`src/rtl/pc_seq.sv`:
```
// Program-counter sequencer for a 12-bit-instruction core: branch decode, flush slot
// and a two-level return stack with sticky overflow/underflow flags.
module pc_seq (
  input  logic        clk,
  input  logic        rst,
  input  logic        en,
  input  logic [11:0] instr,
  input  logic [8:0]  pc_cur,
  input  logic        skip,
  input  logic        pcl_wr,
  input  logic [7:0]  alu_pcl,
  input  logic        clr_err,
  output logic        pc_inc,
  output logic        pc_load,
  output logic [8:0]  pc_mux_in,
  output logic        flush,
  output logic [1:0]  stk_depth,
  output logic        stk_ovf,
  output logic        stk_unf
);

  typedef enum logic {StExec, StFlush} state_e;

  state_e      state_q, state_d;
  logic [8:0]  s1_q, s2_q;
  logic [1:0]  depth_q;
  logic        ovf_q, unf_q;
  logic        push, pop;

  logic is_retlw, is_call, is_goto;
  assign is_retlw = (instr[11:8] == 4'b1000);
  assign is_call  = (instr[11:8] == 4'b1001);
  assign is_goto  = (instr[11:9] == 3'b101);

  // Outputs are gated by rst so they read zero for the whole reset interval.
  always_comb begin
    state_d   = state_q;
    pc_inc    = 1'b0;
    pc_load   = 1'b0;
    pc_mux_in = 9'h000;
    flush     = 1'b0;
    push      = 1'b0;
    pop       = 1'b0;
    if (rst && en) begin
      case (state_q)
        StExec: begin
          if (is_retlw) begin
            pc_load   = 1'b1;
            pc_mux_in = s1_q;
            pop       = 1'b1;
            state_d   = StFlush;
          end else if (is_call) begin
            pc_load   = 1'b1;
            pc_mux_in = {1'b0, instr[7:0]};
            push      = 1'b1;
            state_d   = StFlush;
          end else if (is_goto) begin
            pc_load   = 1'b1;
            pc_mux_in = instr[8:0];
            state_d   = StFlush;
          end else if (pcl_wr) begin
            pc_load   = 1'b1;
            pc_mux_in = {1'b0, alu_pcl};
            state_d   = StFlush;
          end else if (skip) begin
            pc_inc  = 1'b1;
            state_d = StFlush;
          end else begin
            pc_inc = 1'b1;
          end
        end
        StFlush: begin
          flush   = 1'b1;
          pc_inc  = 1'b1;
          state_d = StExec;
        end
        default: state_d = StExec;
      endcase
    end
  end

  always_ff @(posedge clk or negedge rst) begin
    if (!rst) begin
      state_q <= StExec;
    end else if (en) begin
      state_q <= state_d;
    end
  end

  // Stack: s1 is top of stack; a pop on empty still returns s1.
  always_ff @(posedge clk or negedge rst) begin
    if (!rst) begin
      s1_q    <= 9'h000;
      s2_q    <= 9'h000;
      depth_q <= 2'd0;
    end else if (push) begin
      s2_q    <= s1_q;
      s1_q    <= pc_cur + 9'd1;
      depth_q <= (depth_q == 2'd2) ? 2'd2 : depth_q + 2'd1;
    end else if (pop) begin
      s1_q    <= s2_q;
      depth_q <= (depth_q == 2'd0) ? 2'd0 : depth_q - 2'd1;
    end
  end

  // A new error in the same cycle as clr_err takes precedence.
  always_ff @(posedge clk or negedge rst) begin
    if (!rst) begin
      ovf_q <= 1'b0;
      unf_q <= 1'b0;
    end else if (en) begin
      if (push && depth_q == 2'd2) begin
        ovf_q <= 1'b1;
      end else if (clr_err) begin
        ovf_q <= 1'b0;
      end
      if (pop && depth_q == 2'd0) begin
        unf_q <= 1'b1;
      end else if (clr_err) begin
        unf_q <= 1'b0;
      end
    end
  end

  assign stk_depth = depth_q;
  assign stk_ovf   = ovf_q;
  assign stk_unf   = unf_q;

endmodule

```
`config.mk`:
```
export PLATFORM = sky130hd
export DESIGN_NAME = pc_seq
export DESIGN_NICKNAME = d
export VERILOG_FILES = /design/src/rtl/pc_seq.sv
export SDC_FILE = /design/constraint.sdc
export NUM_CORES = 1
export LEC_CHECK = 0
export BUFFER_PORTS_ARGS = -buffer_cell sky130_fd_sc_hd__buf_2
export CAP_MARGIN = 25
export CORE_MARGIN = 4
export CORE_UTILIZATION = 41
export DETAILED_ROUTE_END_ITERATION = 10
export PLACE_DENSITY = 0.74
export SLEW_MARGIN = 5
export SYNTH_ARGS = -nofsm -noshare
export SYNTH_HDL_FRONTEND = slang
export SYNTH_SLANG_ARGS = --single-unit
```
`constraint.sdc`:
```
create_clock -name clk -period 2.1 [get_ports clk]
set_clock_uncertainty 0.15 [all_clocks]
set_input_delay 0.63 -clock clk [delete_from_list [all_inputs] [get_ports clk]]
set_output_delay 0.63 -clock clk [all_outputs]
set_load 0.05 [all_outputs]
```
**Word level (Yosys, flattened, before mapping)**

Index checks and enable logic that the tools add are counted.

- Output and inout bits: 16
- Register bits after elaboration: 23
- Word-level logic and storage cells: 66

- Bitwise operators: 1
- Add/sub/neg operators: 3
- Reduce and logical (&&, ||, !) cells: 10
- Multiplexer cells: 42
- Equal/unequal tests: 4

Operators by type and width:

| operator | number |
|---|---|
| $mux 9 | 7 |
| $mux 1 | 28 |
| $add 9x1->9 const B | 1 |
| $eq 4x4->1 const B | 2 |
| $mux 2 | 4 |
| $mux 8 | 1 |
| $reduce_and 2->1 | 3 |
| $reduce_bool 2->1 | 3 |
| $pmux 1 s2 | 2 |
| $eq 3x3->1 const B | 1 |
| $logic_and 1x1->1 | 3 |
| $add 2x1->2 const B | 1 |
| $eq 2x2->1 const B | 1 |
| $logic_not 2->1 | 1 |
| $sub 2x1->2 const B | 1 |
| $not 1->1 | 1 |

**Longest topological paths before layout**

- Word-level depth: 8
- Gate-level depth with buffers: 6

**Worst setup path after synthesis**

Ideal clock, no wire load.

- Kind: input to output
- Start point: input port instr[9]
- End point: output port pc_mux_in[0]
- Path buffers: 1
- Required time: 1.320 ns
- Slack: -1.163 ns
- Arrival: 2.483 ns
- Cell stages on the path: 4
- Cell sequence: clkbuf_1 > nor2_2 > nand2_1 > a311oi_1

- Word-level cells in the longest chain between the ends: 6

Ends and longest elaborated chain:

| what | line | source |
|---|---|---|
| start, declared | 7 | `input logic [11:0] instr,` |
| $eq 3x3->1 | 33 | `assign is_goto = (instr[11:9] == 3'b101);` |
| $mux 9 | 57 | `end else if (is_goto) begin` |
| $mux 9 | 52 | `end else if (is_call) begin` |
| $mux 9 (*) | 47 | `if (is_retlw) begin` |
| $mux 9 (*) | 45 | `case (state_q)` |
| $mux 9 (*) | 44 | `if (rst && en) begin` |
| end, declared | 15 | `output logic [8:0] pc_mux_in,` |

Every way passes the cells marked *; elsewhere a longest branch is shown, timed or not.

**Worst setup path after layout**

- Start point: input port instr[11]
- End point: output port pc_mux_in[5]

The elaborated chain is that of the path after synthesis.

==> summary.txt <==
Outcome = complete, but fails checks
Failing checks = negative setup slack
Number of max-cap violations = 0
Worst path cell trace = buf_6, nor2b_4, buf_12, buf_6, buf_6, a311oi_4, buf_6
Die W = 68.1 um
CTS Buf Count = 3
WP data required = 1.32 ns
CTS tree = yes
Hpwl dp = 2.99 mm
Die height = 68.1 um
Met3 routed WL = 319 um
WL per Instance = 14.6 um
Synth Area per Inst = 9.15 um2
Simple-gate share of the synthesized area = 0.189
Final Hold Violating Endpoints = 0
Htree depth = 1
Setup WS post-layout = -0.370 ns
Tmin final = 2.47 ns
Register area share after synthesis = 0.388
RSZ-0062 raised after global routing = yes
CP bufs+invs = 5
Flops & latches, synth = 23
CP endpoint kind = output pin
CP max stage cell = a311oi_4
Pwr dens = 519 nW/um2
Mux share of post-synthesis cell area = 0.127
Worst EP arrival = 1.69 ns
Total track usage = 0.196
Hold Slack = 0.108 ns
Port bufs = 50
CP delay by family, top = buffers and inverters
Total Routed Length = 4.15 mm
I/O Pins = 51
Worst-margin pin slew = 0.356 ns
Vias in the first global route = 1536
CTS max path bufs = 2
Clk Tree Root Cell = clkbuf_4
Uppermost routed layer = met4
Lkg Pwr = 1.12 nW
First-pass GRT wire length = 6.87 mm
Fillers = 261
Nets = 279
Routability congestion estimate = 0.748
Total grt overflow = 0
Hold buffer count at CTS = 0
Startpoint Class = input pin
Total power = 1.25 mW
Worst path max stage delay = 0.29 ns
Row count = 21
Placed insts = 269
WL met2 = 2.04 mm
Post-synthesis cell count = 162
Pin count of the biggest net entering global routing = 19
Adder-Cell Fraction of Synth Area = 0.0422
WS Path Type = in -> out
Wl on met1 = 1.74 mm
Share of layout cells above drive strength 1 = 0.504
Max Clk Rate = 0.405 GHz
Remaining antenna violation count after routing = 0
Rel. slew slack = 0.760
CP most frequent cell = buf_6
Worst-path fanout max = 4
Antenna cells = 0
DR iter-0 viols = 43
Yosys cell types = 32
Clk_lat worst skew = 0.30 ns
Synthesized area = 1480 um2
TritonRoute pass-1 iters = 4
Clk sinks = 23
Post-Synth XOR/XNOR Area = 0.0295
DR vias/cell = 5.19
Synth Area in Compound Gates = 0.177
Synth warnings = 0
Syn nets = 202
Slew Limit Fails = 0
Starting Density = 0.434
Worst hold path class = in -> async
Residual DRC = 0
Maximum vdd drop = 0.322 mV
Largest family of logic cells by synthesized area = simple AND/OR/NAND/NOR gates
Clock transition at path regs = 0.12 ns
Initial antenna violation count = 0
Area Growth Syn to Fin = 63.1%
Via count = 1474
Fin cells = 284
Core area = 3420 um2
Die Area = 4640 um2
Period Utilization, post-route = 1.18
Finish-stage setup viols = 11
-- what timing repair did --
item / CTS / global route
endpoints found under the setup margin: 12 / 11
setup buffers: 8 / 4
pin swaps: 7 / 4
cloned: 1 / 0
gates resized for setup: 45 / 10
-- layout make-up --
| class | instances | area [um2] | share of cell area |
|---|---|---|---|
| multi-input combinational | 126 | 1070 | 0.443 |
| clock buffer | 4 | 26.3 | 0.0109 |
| inverter | 3 | 11.3 | 0.00466 |
| sequential | 23 | 576 | 0.238 |
| tap | 46 | 57.6 | 0.0238 |
| timing repair buffer | 82 | 676 | 0.279 |
-- final timing paths --
kind	start	end	slack [ns]	cells after the start
worst max-delay path	instr[11]	pc_mux_in[5]	-0.37	7
worst min-delay path	rst	stk_depth[0]	0.11	2
min in group clk	stk_ovf	stk_ovf	0.34	2
worst max register to register	state_q	s2_q[4]	0.15	6
worst min register to register	stk_ovf	stk_ovf	0.34	2
max in group asynchronous	rst	s2_q[4]	1.48	2
-- kinds of logic (layout without fill, tap and decap cells) --
kind of cell	after synthesis	in the layout
AND/OR/NAND/NOR	56	57
AO/OA/AOI/OAI	44	44
flip-flops	23	23
multiplexers	15	15
buffers and inverters	14	89
adder cells (fa/ha/maj)	5	5
XOR/XNOR	5	5
-- sequential cells by signal, summed over array words and instances (netlist names) --
name	cells
s1_q	9
s2_q	9
stk_depth	2
state_q	1
stk_ovf	1
stk_unf	1
-- stage by stage --
stage / utilization / cell area [um2] / TNS, ns / worst slack, ns
final: 0.708 / 2420 / -2.88 / -0.370
after global routing: 0.708 / 2420 / -3.29 / -0.389
after CTS: 0.692 / 2360 / -2.74 / -0.357
after detailed placement: 0.613 / 2090 / -6.18 / -0.573
after global placement: 0.613 / 2090 / -5.76 / -0.529
after floorplan: - / 1730 / -3.23 / -0.363
-- synthesized netlist by cell type (all sizes together) --
cell type | instances | area [um2]
mux2 | 9 | 128
nand2 | 30 | 115
o21ai | 24 | 120
nand4 | 1 | 6.26
buf | 5 | 36.3
o211ai | 2 | 15.0
xnor2 | 5 | 43.8
a311oi | 8 | 70.1
clkbuf | 6 | 22.5
nand3b | 3 | 35.0
nand3 | 4 | 20.0
a21boi | 1 | 7.51
mux2i | 6 | 60.1
nand2b | 1 | 6.26
ha | 5 | 62.6
a21oi | 8 | 40.0
nor2b | 1 | 6.26
dfrtp | 23 | 576
or3 | 3 | 18.8
a32o | 1 | 10.0
nor2 | 8 | 32.5
and3 | 3 | 18.8
nor3 | 2 | 21.3
inv | 3 | 11.3
-- cells in the final DEF, fill, tap and decap left out, drive strengths merged --
| master | count |
|---|---|
| mux2 | 9 |
| xnor2 | 5 |
| and3 | 3 |
| a311oi | 8 |
| a21boi | 1 |
| nor2b | 1 |
| nand2 | 30 |
| nand3b | 3 |
| nor3 | 2 |
| nand2b | 1 |
| nand3 | 4 |
| inv | 3 |
| or3 | 3 |
| a32o | 1 |
| clkbuf | 4 |
| dfrtp | 23 |
| o21ai | 24 |
| a21oi | 8 |
| o211ai | 2 |
| buf | 82 |
| ha | 5 |
| nor2 | 9 |
| mux2i | 6 |
| nand4 | 1 |
-- layer usage --
layer | GRT usage | up-vias
met4 | 0.0496 | 0
li1 | - | 736
met3 | 0.0345 | 6
met2 | 0.363 | 57
met1 | 0.229 | 675
met5 | 0 | -
-- report_power, final --
group          total, mW  switching (mW)  internal, mW
logic              0.490           0.267         0.224
clock network      0.199           0.125        0.0740
registers          0.565          0.0582         0.507
Note: power is estimated with default switching activity, not from simulation.
